`src/rtl/msi_bus_pkg.sv`:
```
// Shared definitions for the MSI snoop bus.
// Contents: bus-word opcode encodings, bit positions of the word fields,
// the bus_arbiter state type, and a helper that advances the 1..3
// round-robin pointer.
package msi_bus_pkg;

  localparam logic [1:0] OP_NONE   = 2'b00;
  localparam logic [1:0] OP_RDMISS = 2'b01;
  localparam logic [1:0] OP_WRMISS = 2'b10;
  localparam logic [1:0] OP_INV    = 2'b11;

  localparam int WB_BIT = 7;
  localparam int OP_HI  = 5;
  localparam int OP_LO  = 4;

  typedef enum logic [1:0] {
    IDLE     = 2'd0,
    GRANT    = 2'd1,
    WAIT_MEM = 2'd2,
    REPLY    = 2'd3
  } state_e;

  // Cache indices are 1..3. The index after 3 wraps back to 1.
  function automatic logic [1:0] next_ptr(input logic [1:0] idx);
    return (idx == 2'd3) ? 2'd1 : idx + 2'd1;
  endfunction

endpackage

```
`src/rtl/bus_arbiter_rr_pick3.sv`:
```
// Combinational three-way round-robin picker.
// Ports:
//   req [2:0] : request lines; bit k-1 belongs to cache k.
//   ptr [1:0] : highest-priority cache index, 1..3.
//   gnt [2:0] : one-hot winner, or 000 when nothing is requested.
//   idx [1:0] : winner index 1..3, or 0 when nothing is requested.
// Candidates are searched in the order ptr, ptr+1, ptr+2, wrapping within 1..3.
module rr_pick3 (
  input  logic [2:0] req,
  input  logic [1:0] ptr,
  output logic [2:0] gnt,
  output logic [1:0] idx
);

  function automatic logic [1:0] wrap_add(input logic [1:0] p, input logic [1:0] o);
    logic [2:0] s;
    s = {1'b0, p} + {1'b0, o};
    if (s > 3'd3) s = s - 3'd3;
    return s[1:0];
  endfunction

  logic [1:0] w_cand;

  // Walk from the lowest priority to the highest, so the highest-priority
  // requester overwrites any earlier hit.
  always_comb begin
    gnt    = '0;
    idx    = '0;
    w_cand = '0;
    for (int off = 2; off >= 0; off--) begin
      w_cand = wrap_add(ptr, 2'(off));
      if (req[w_cand - 2'd1]) begin
        gnt                = '0;
        gnt[w_cand - 2'd1] = 1'b1;
        idx                = w_cand;
      end
    end
  end

endmodule

```
`src/rtl/bus_arbiter.sv`:
```
// Round-robin arbiter and sequencer for the shared MSI snoop bus.
// Grants the bus to one cache controller at a time. It holds ownership
// across a read miss or write miss until the memory reply has been
// broadcast, or until the memory times out.
// Ports:
//   Clock, Reset      : clock; synchronous active-high reset.
//   Barramento1..3    : bus words from caches 1..3.
//   BarramentoMemoria : memory reply word.
//   BusWire           : registered broadcast word.
//   Grant             : one-hot current owner; bit k-1 is cache k.
//   Busy              : arbiter is inside a transaction.
//   BusError          : one-cycle pulse when memory fails to reply in time.
// All outputs are registered from the current state, so they show what
// that state drives one clock after the state was entered.
module bus_arbiter
  import msi_bus_pkg::*;
#(
  parameter int WIDTH   = 11,
  parameter int TIMEOUT = 16,
  parameter int CW      = $clog2(TIMEOUT + 1)
) (
  input  logic             Clock,
  input  logic             Reset,
  input  logic [WIDTH-1:0] Barramento1,
  input  logic [WIDTH-1:0] Barramento2,
  input  logic [WIDTH-1:0] Barramento3,
  input  logic [WIDTH-1:0] BarramentoMemoria,
  output logic [WIDTH-1:0] BusWire,
  output logic [2:0]       Grant,
  output logic             Busy,
  output logic             BusError
);

  function automatic logic is_req(input logic [WIDTH-1:0] w);
    return w[WB_BIT] | (w[OP_HI:OP_LO] != OP_NONE);
  endfunction

  function automatic logic is_miss(input logic [WIDTH-1:0] w);
    return (w[OP_HI:OP_LO] == OP_RDMISS) || (w[OP_HI:OP_LO] == OP_WRMISS);
  endfunction

  state_e           r_state, w_state_nxt;
  logic [1:0]       r_ptr, w_ptr_nxt;
  logic [CW-1:0]    r_cnt, w_cnt_nxt;
  logic [2:0]       r_owner;
  logic [1:0]       r_owner_idx;
  logic [WIDTH-1:0] r_txn, r_mem;

  logic [2:0]       w_req, w_pick_gnt;
  logic [1:0]       w_pick_idx;
  logic [WIDTH-1:0] w_word, w_bus;
  logic [2:0]       w_grant;
  logic             w_err, w_latch_txn, w_latch_mem;

  assign w_req = {is_req(Barramento3), is_req(Barramento2), is_req(Barramento1)};

  rr_pick3 u_pick (
    .req (w_req),
    .ptr (r_ptr),
    .gnt (w_pick_gnt),
    .idx (w_pick_idx)
  );

  always_comb begin
    case (w_pick_idx)
      2'd1:    w_word = Barramento1;
      2'd2:    w_word = Barramento2;
      default: w_word = Barramento3;
    endcase
  end

  always_comb begin
    w_state_nxt = r_state;
    w_ptr_nxt   = r_ptr;
    w_cnt_nxt   = r_cnt;
    w_latch_txn = 1'b0;
    w_latch_mem = 1'b0;
    w_bus       = '0;
    w_grant     = (r_state != IDLE) ? r_owner : 3'b000;
    w_err       = 1'b0;
    case (r_state)
      IDLE: begin
        if (|w_req) begin
          w_latch_txn = 1'b1;
          w_state_nxt = GRANT;
        end
      end
      GRANT: begin
        w_bus = r_txn;
        if (is_miss(r_txn)) begin
          w_state_nxt = WAIT_MEM;
          w_cnt_nxt   = '0;
        end else begin
          w_state_nxt = IDLE;
          w_ptr_nxt   = next_ptr(r_owner_idx);
        end
      end
      WAIT_MEM: begin
        // A reply on the final counter cycle takes priority over the timeout.
        if (BarramentoMemoria[OP_HI:OP_LO] != OP_NONE) begin
          w_latch_mem = 1'b1;
          w_state_nxt = REPLY;
        end else if (r_cnt == CW'(TIMEOUT - 1)) begin
          w_err       = 1'b1;
          w_state_nxt = IDLE;
          w_ptr_nxt   = next_ptr(r_owner_idx);
        end else begin
          w_cnt_nxt = r_cnt + CW'(1);
        end
      end
      REPLY: begin
        w_bus       = r_mem;
        w_state_nxt = IDLE;
        w_ptr_nxt   = next_ptr(r_owner_idx);
      end
      default: w_state_nxt = IDLE;
    endcase
  end

  // State and output registers. A reset during a transaction abandons it
  // without raising BusError.
  always_ff @(posedge Clock) begin
    if (Reset) begin
      r_state     <= IDLE;
      r_ptr       <= 2'd1;
      r_cnt       <= '0;
      r_owner     <= '0;
      r_owner_idx <= 2'd1;
      BusWire     <= '0;
      Grant       <= '0;
      Busy        <= 1'b0;
      BusError    <= 1'b0;
    end else begin
      r_state  <= w_state_nxt;
      r_ptr    <= w_ptr_nxt;
      r_cnt    <= w_cnt_nxt;
      BusWire  <= w_bus;
      Grant    <= w_grant;
      Busy     <= (r_state != IDLE);
      BusError <= w_err;
      if (w_latch_txn) begin
        r_owner     <= w_pick_gnt;
        r_owner_idx <= w_pick_idx;
      end
    end
  end

  // Transaction and reply data latches.
  always_ff @(posedge Clock) begin
    if (w_latch_txn) r_txn <= w_word;
    if (w_latch_mem) r_mem <= BarramentoMemoria;
  end

endmodule

```
`config.mk`:
```
export PLATFORM = sky130hd
export DESIGN_NAME = bus_arbiter
export DESIGN_NICKNAME = d
export VERILOG_FILES = /design/src/rtl/msi_bus_pkg.sv /design/src/rtl/bus_arbiter_rr_pick3.sv /design/src/rtl/bus_arbiter.sv
export SDC_FILE = /design/constraint.sdc
export NUM_CORES = 1
export LEC_CHECK = 0
export CORE_ASPECT_RATIO = 1.2
export CORE_MARGIN = 3
export CORE_UTILIZATION = 44
export CTS_CLUSTER_DIAMETER = 200
export DETAILED_ROUTE_END_ITERATION = 12
export PLACE_DENSITY = 0.75
export RECOVER_POWER = 50
export SKIP_LAST_GASP = 1
export SLEW_MARGIN = 20
export SYNTH_ARGS = -nofsm -noshare
export SYNTH_HDL_FRONTEND = slang
export SYNTH_HIERARCHICAL = 1
export SYNTH_SLANG_ARGS = --single-unit
```
`constraint.sdc`:
```
create_clock -name Clock -period 3.21 [get_ports Clock]
set_input_delay 0.642 -clock Clock [delete_from_list [all_inputs] [get_ports Clock]]
set_output_delay 0.642 -clock Clock [all_outputs]
set_load 0.01 [all_outputs]
```
==> flow_summary.yaml, run 1 <==
finish:
  synthToLayoutAreaGrowth_pct: 36.1
  finalInstanceArea_um2: 3440
  finalNonFillerCells: 389
  layout.filler_cells: 445
  antenna_cells: 0
  fraction_of_layout_instances_using_a_drive_strength_above_1: 0.122
  utilization: 0.637
  nNetsFinal: 382
critical_path:
  cp_slowest_stage_delay_ns: 0.44
  critical_path_arrival_ns: 3.17
  worst_r2r_startpoint: "r_ptr[1]$_SDFFE_PP0P_"
  worstRegToRegCells: 10
  cp_data_required_time_ns: 3.34
  crit_path_frequent_cell: "inv_1"
  cp_class: "in2reg"
  chain_of_cells_forming_the_critical_path: "clkdlybuf4s50_1 -> nor3_2 -> inv_1 -> mux2_4 -> mux2i_4 -> mux2_1 -> o32a_2 -> inv_1 -> ha_2 -> a22oi_1 -> o21ai_0"
  crit_fanout: 11
  r2r_end: "r_txn[10]$_DFFE_PP_"
  crit_family: "multiplexers"
  critical_path.slowest_cell: "clkdlybuf4s50_1"
  worst_setup_path_start_kind: "input pin"
  crit_buf_inv: 3
  worst-r2r-setup-slack_ns: 0.42
  critical_path.endpoint_type: "flip-flop"
routing:
  drt_iter0_drc: 116
  postRouteAntennaNets: 0
  number_of_iterations_in_the_first_detailed_routing_pass: 4
  routed_via_density: 5.43
  avgRoutedWirePerCell_um: 15.1
  remaining_drc_errors: 0
  via_count: 2114
  final_wl_mm: 5.86
floorplanning:
  die_w_um: 75.2
  placement_rows: 29
  ios: 62
  floorplan.initialDensity: 0.468
  die-height_um: 89.0
  die_area_um2: 6700
  core_area_um2: 5410
power_and_ir_drop:
  power.static_leakage_nw: 1.32
  sequential_group_share_of_total_power: 0.409
  p_clk_frac: 0.166
  finalPower_mw: 2.34
  intPower_mw: 1.50
  combinationalPowerShare: 0.425
  power.switching_fraction: 0.358
  reported_net_switching_power_uw: 837
  power_per_cell_area_nw_per_um2: 679
  max-vdd-ir-drop_mv: 0.433
timing:
  slew_viol_final: 0
  setup_violations: 0
  finalSetupTns_ns: 0
  worst_slew_margin_rel: 0.593
  layout_min_cycle_time_ns: 3.04
  hold_viol_final: 0
  grt_setup_unrepaired: "false"
  max_fclk_mhz: 329
  period_share: 0.948
  whs_ns: 0.482
  transition_time_at_the_pin_with_the_least_slew_margin_ns: 0.610
  worst_clock_skew_ns: 0.00735
  final_critical_path_setup_slack_ns: 0.168
clock_network:
  clock_path_buffers: 2
  postCtsResizedCells: 0
  cts_made_buffers: 5
  tritoncts_num_sinks: 52
  path_clk_slew_ns: 0.10
  insertion_delay_ns: 0.31
  cts-htree-levels: 2
  cts_root_buf: "clkbuf_8"
  cts_hold_buf: 0
  cts_tree: "done"
  post_cts.repair.setup_buffers: 0
global_route:
  grtUsageTotal: 0.180
  grt_remaining_overflow: 0
  grt_pass1_vias: 2049
  grt_antenna_before_repair: 0
  grt_max_degree: 23
  grt_pass1_wl_mm: 9.22
logic_synthesis:
  synth_cells: 247
  ys_warn_count: 6
  post_synth_instance_area_um2: 2530
  syn_avg_cell_area_um2: 10.2
  ys_seq_area_frac: 0.499
  synth_edf_count: 22
  postSynth.asyncResetShare: 0
  yosys_register_bits: 52
  dominantRegCellSynth: "dfxtp_1"
  synthesis.nets: 303
  yosys.cell_types.count: 48
run_status:
  status: "finished clean"
min_path:
  hold_path_startpoint: "r_cnt[4]$_SDFFE_PP0P_"
  min_delay_worst_endpoint: "r_cnt[4]$_SDFFE_PP0P_"
  holdCritPathClass: "reg2reg"
  hold_depth: 2
placement:
  dpl_worst_slack_ns: -0.300
  placed_cells: 381
  place_hpwl_mm: 4.47
  gp_congestion: 0.790
  place.port_buffers: 61
  dpl-instance-area_um2: 3360
flow_run:
  cap_viol_max_count: 0
==> power by group through the flow <==
stage / Combinational [mW] / Sequential, mW / Clock (mW)
floorplan: 0.644 / 0.950 / 0
global placement: 0.943 / 0.967 / 0
detailed placement: 0.970 / 0.972 / 0
CTS: 0.980 / 0.957 / 0.400
global route: 1.10 / 0.971 / 0.430
finish: 0.993 / 0.956 / 0.389
==> metal layers <==
metal,part of all wire,global-route usage,wire length [um]
met1,0.43,0.222,2540
met2,0.52,0.312,3050
met3,0.042,0.0416,248
met4,0.0032,0.0509,19
met5,0,0,0
==> synth_stat cells, drive strengths merged, types with 6 or more instances <==
cell type  number  area share
nor2b           9       0.022
a22oi          15       0.045
o21ai          22       0.044
edfxtp         22        0.26
nand3           6       0.012
nand2          20       0.030
dfxtp          30        0.24
inv            14       0.021
clkbuf         10       0.015
ha             10       0.049
nor2           19       0.028
mux2i          18       0.076
==> cells in the final DEF, fill, tap and decap left out, drive strengths merged, types with 2 or more instances in the layout <==
cell type,instances
o22ai,2
clkdlybuf4s50,49
nand4,4
inv,15
o21a,2
a22oi,15
dlygate4sd3,12
nor4b,4
nor2b,9
nand2b,2
nor3,4
ha,10
mux2i,18
clkbuf,9
nand3,6
nand2,20
or2,2
and2,3
mux2,4
o32ai,3
dfxtp,30
o21ai,22
buf,20
edfxtp,22
nor2,19
==> tightest hold or removal path, delay by kind of cell, from the launching register on <==
kind	cells	cell delay, ns
flops	1	0.33
compound gates	1	0.07
simple gates	1	0.05
==> worst max path at each step <==
stage	from	end	slack, ns	cells past startpoint
floorplan	Barramento3[7]	r_txn[10]$_DFFE_PP_	0.08	11
global placement	Barramento2[7]	r_txn[10]$_DFFE_PP_	-0.19	11
detailed placement	Barramento2[7]	r_txn[10]$_DFFE_PP_	-0.30	10
CTS	Barramento2[7]	r_txn[10]$_DFFE_PP_	0.03	11
global route	Barramento2[7]	r_txn[10]$_DFFE_PP_	0.003	11
finish	Barramento2[7]	r_txn[10]$_DFFE_PP_	0.17	11
==> final cells by class <==
cell class / count / area, um2 / area share
clock buffers: 5 / 68.8 / 0.0200
flip-flops and latches: 52 / 1260 / 0.366
clock inverters: 3 / 27.5 / 0.00800
multi-input cells: 168 / 1180 / 0.342
well taps: 62 / 77.6 / 0.0225
repair buffers: 85 / 776 / 0.225
inverters: 14 / 52.6 / 0.0153
==> registers in the layout (all words and copies together) (netlist names) <==
| signal | flops |
|---|---|
| r_cnt | 5 |
| r_state | 2 |
| Grant | 3 |
| BusWire | 11 |
| r_mem | 11 |
| r_ptr | 2 |
| r_owner | 3 |
| r_txn | 11 |
| r_owner_idx | 2 |
| BusError | 1 |
| Busy | 1 |
==> kinds of logic after synthesis <==
family / Yosys count / synth area share
compound gates: 54 / 0.145
xor+xnor: 1 / 0.00346
fa+ha+maj: 10 / 0.0495
buf+inv: 27 / 0.0411
flops: 52 / 0.499
mux: 22 / 0.0955
simple gates: 81 / 0.166
Note: power is estimated with default switching activity, not from simulation.
==> inputs of run 2 (changes only) <==
--- a/config.mk
+++ b/config.mk
@@ -12,6 +12,7 @@
 export DETAILED_ROUTE_END_ITERATION = 12
 export PLACE_DENSITY = 0.75
 export RECOVER_POWER = 50
+export SETUP_SLACK_MARGIN = 0.02
 export SKIP_LAST_GASP = 1
 export SLEW_MARGIN = 20
 export SYNTH_ARGS = -nofsm -noshare
==> run 2 against run 1 <==
Effect of this change: sequential power about the same; clock power hardly changed; combinational power up 4%; via count about the same; sequential share of layout area decreased by 0.11 points; die area is the same; critical path type unchanged; critical endpoint unchanged; largest cell class unchanged.
==> flow_summary.yaml, run 2 (synthesis gave the netlist of run 1 again) <==
critical_path:
  critical_path_arrival_ns: 3.04
  cp_data_required_time_ns: 3.25
  crit_buf_inv: 2
  crit_family: "multiplexers"
  chain_of_cells_forming_the_critical_path: "clkdlybuf4s50_1 -> nor3_2 -> inv_1 -> mux2_4 -> mux2i_4 -> mux2_1 -> o32a_2 -> ha_2 -> a22oi_1 -> o21ai_0"
  critical_path.endpoint_type: "flip-flop"
  crit_fanout: 11
  critical_path.slowest_cell: "clkdlybuf4s50_1"
  cp_slowest_stage_delay_ns: 0.44
  cp_class: "in2reg"
  worst_setup_path_start_kind: "input pin"
power_and_ir_drop:
  combinationalPowerShare: 0.433
  max-vdd-ir-drop_mv: 0.416
  power.switching_fraction: 0.356
  power_per_cell_area_nw_per_um2: 688
  sequential_group_share_of_total_power: 0.403
  finalPower_mw: 2.37
  intPower_mw: 1.53
  reported_net_switching_power_uw: 844
  power.static_leakage_nw: 1.33
  p_clk_frac: 0.164
routing:
  routed_via_density: 5.43
  remaining_drc_errors: 0
  drt_iter0_drc: 121
  avgRoutedWirePerCell_um: 15.1
  number_of_iterations_in_the_first_detailed_routing_pass: 4
  postRouteAntennaNets: 0
  via_count: 2112
  final_wl_mm: 5.87
flow_run:
  cap_viol_max_count: 0
timing:
  final_critical_path_setup_slack_ns: 0.217
  period_share: 0.933
  hold_viol_final: 0
  grt_setup_unrepaired: "false"
  setup_violations: 0
  layout_min_cycle_time_ns: 2.99
  worst_clock_skew_ns: 0.00762
  worst_slew_margin_rel: 0.582
  slew_viol_final: 0
  transition_time_at_the_pin_with_the_least_slew_margin_ns: 0.627
  whs_ns: 0.483
  max_fclk_mhz: 334
global_route:
  grt_pass1_vias: 2049
  grt_pass1_wl_mm: 9.22
  grt_antenna_before_repair: 0
  grt_remaining_overflow: 0
  grtUsageTotal: 0.180
  grt_max_degree: 23
finish:
  utilization: 0.639
  top_regs: "BusWire (11), r_mem (11), r_txn (11)"
  nNetsFinal: 382
  layout.filler_cells: 444
  layout.cells.most_common_list: "clkdlybuf4s50_1, dfxtp_1, edfxtp_1"
  antenna_cells: 0
  synthToLayoutAreaGrowth_pct: 36.5
  finalInstanceArea_um2: 3450
  fraction_of_layout_instances_using_a_drive_strength_above_1: 0.122
  layout_commonest_cell: "clkdlybuf4s50_1"
run_status:
  status: "finished clean"
clock_network:
  clock_path_buffers: 2
  tritoncts_num_sinks: 52
  cts_hold_buf: 0
  cts_made_buffers: 5
  insertion_delay_ns: 0.31
  cts_root_buf: "clkbuf_8"
  cts-htree-levels: 2
  cts_tree: "done"
  path_clk_slew_ns: 0.10
floorplanning:
  floorplan.initialDensity: 0.468
  die_area_um2: 6700
  ios: 62
  placement_rows: 29
  core_area_um2: 5410
  die-height_um: 89.0
  die_w_um: 75.2
placement:
  place_hpwl_mm: 4.47
  place.port_buffers: 61
  dpl_worst_slack_ns: -0.300
  gp_congestion: 0.790
  dpl-instance-area_um2: 3360
min_path:
  holdCritPathClass: "reg2reg"
[run 2: cell counts in the layout (fill, tap and decap cells not counted)]
Identical to the previous run, type by type.
[run 2: worst register-to-register path: stages, from the launching register on]
cell and delay [ns]:
dfxtp_1 0.45, inv_1 0.09, ha_1 0.27, mux2_4 0.35
mux2i_4 0.16, mux2_1 0.33, o32a_2 0.19, ha_2 0.27
a22oi_1 0.24, o21ai_0 0.14
[run 2: power groups by stage]
stage	Combinational [mW]	Clock (mW)	Sequential (mW)
floorplan	0.644	0	0.950
finish	1.03	0.390	0.956
detailed placement	0.970	0	0.972
global placement	0.943	0	0.967
CTS	0.980	0.400	0.957
global route	1.14	0.430	0.971
[run 2: worst paths after layout]
check / from / to / slack [ns] / depth (start not counted)
max: Barramento2[7] / r_txn[10]$_DFFE_PP_ / 0.22 / 10
min: r_cnt[4]$_SDFFE_PP0P_ / r_cnt[4]$_SDFFE_PP0P_ / 0.48 / 2
max reg2reg: r_ptr[1]$_SDFFE_PP0P_ / r_txn[10]$_DFFE_PP_ / 0.47 / 9
min reg2reg: r_cnt[4]$_SDFFE_PP0P_ / r_cnt[4]$_SDFFE_PP0P_ / 0.48 / 2
[run 2: through the flow]
stage	std cells	TNS, ns
2_1_floorplan	247	0
3_3_place_gp	381	-1.25
3_5_place_dp	381	-2.64
4_1_cts	389	0
5_1_grt	389	0
6_report	389	0
[run 2: metal layers]
layer,vias up,routed length (um),GRT usage
met3,2,208,0.0416
met1,1011,2540,0.222
met2,45,3100,0.312
met4,0,19,0.0509
li1,1054,-,-
met5,-,0,0
[run 2: area by class of cell]
cell class / instances / area [um2] / share of cell area
timing repair buffer: 85 / 776 / 0.225
tap: 62 / 77.6 / 0.0225
sequential: 52 / 1260 / 0.365
clock inverter: 3 / 27.5 / 0.00797
clock buffer: 5 / 68.8 / 0.0199
multi-input combinational: 168 / 1190 / 0.344
inverter: 14 / 52.6 / 0.0152
[run 2: what timing repair did]
item | CTS | global route
endpoints found under the setup margin | 0 | 11
setup buffers | 0 | 0
resized for setup | 0 | 4
==> inputs of run 3 (changes only) <==
--- a/config.mk
+++ b/config.mk
@@ -9,7 +9,9 @@
 export CORE_MARGIN = 3
 export CORE_UTILIZATION = 44
 export CTS_CLUSTER_DIAMETER = 200
+export CTS_CLUSTER_SIZE = 14
 export DETAILED_ROUTE_END_ITERATION = 12
+export GPL_ROUTABILITY_DRIVEN = 1
 export PLACE_DENSITY = 0.75
 export RECOVER_POWER = 50
 export SETUP_SLACK_MARGIN = 0.02
==> results of run 3 <==
Final layout, timing and power as in run 2 (identical DEF).
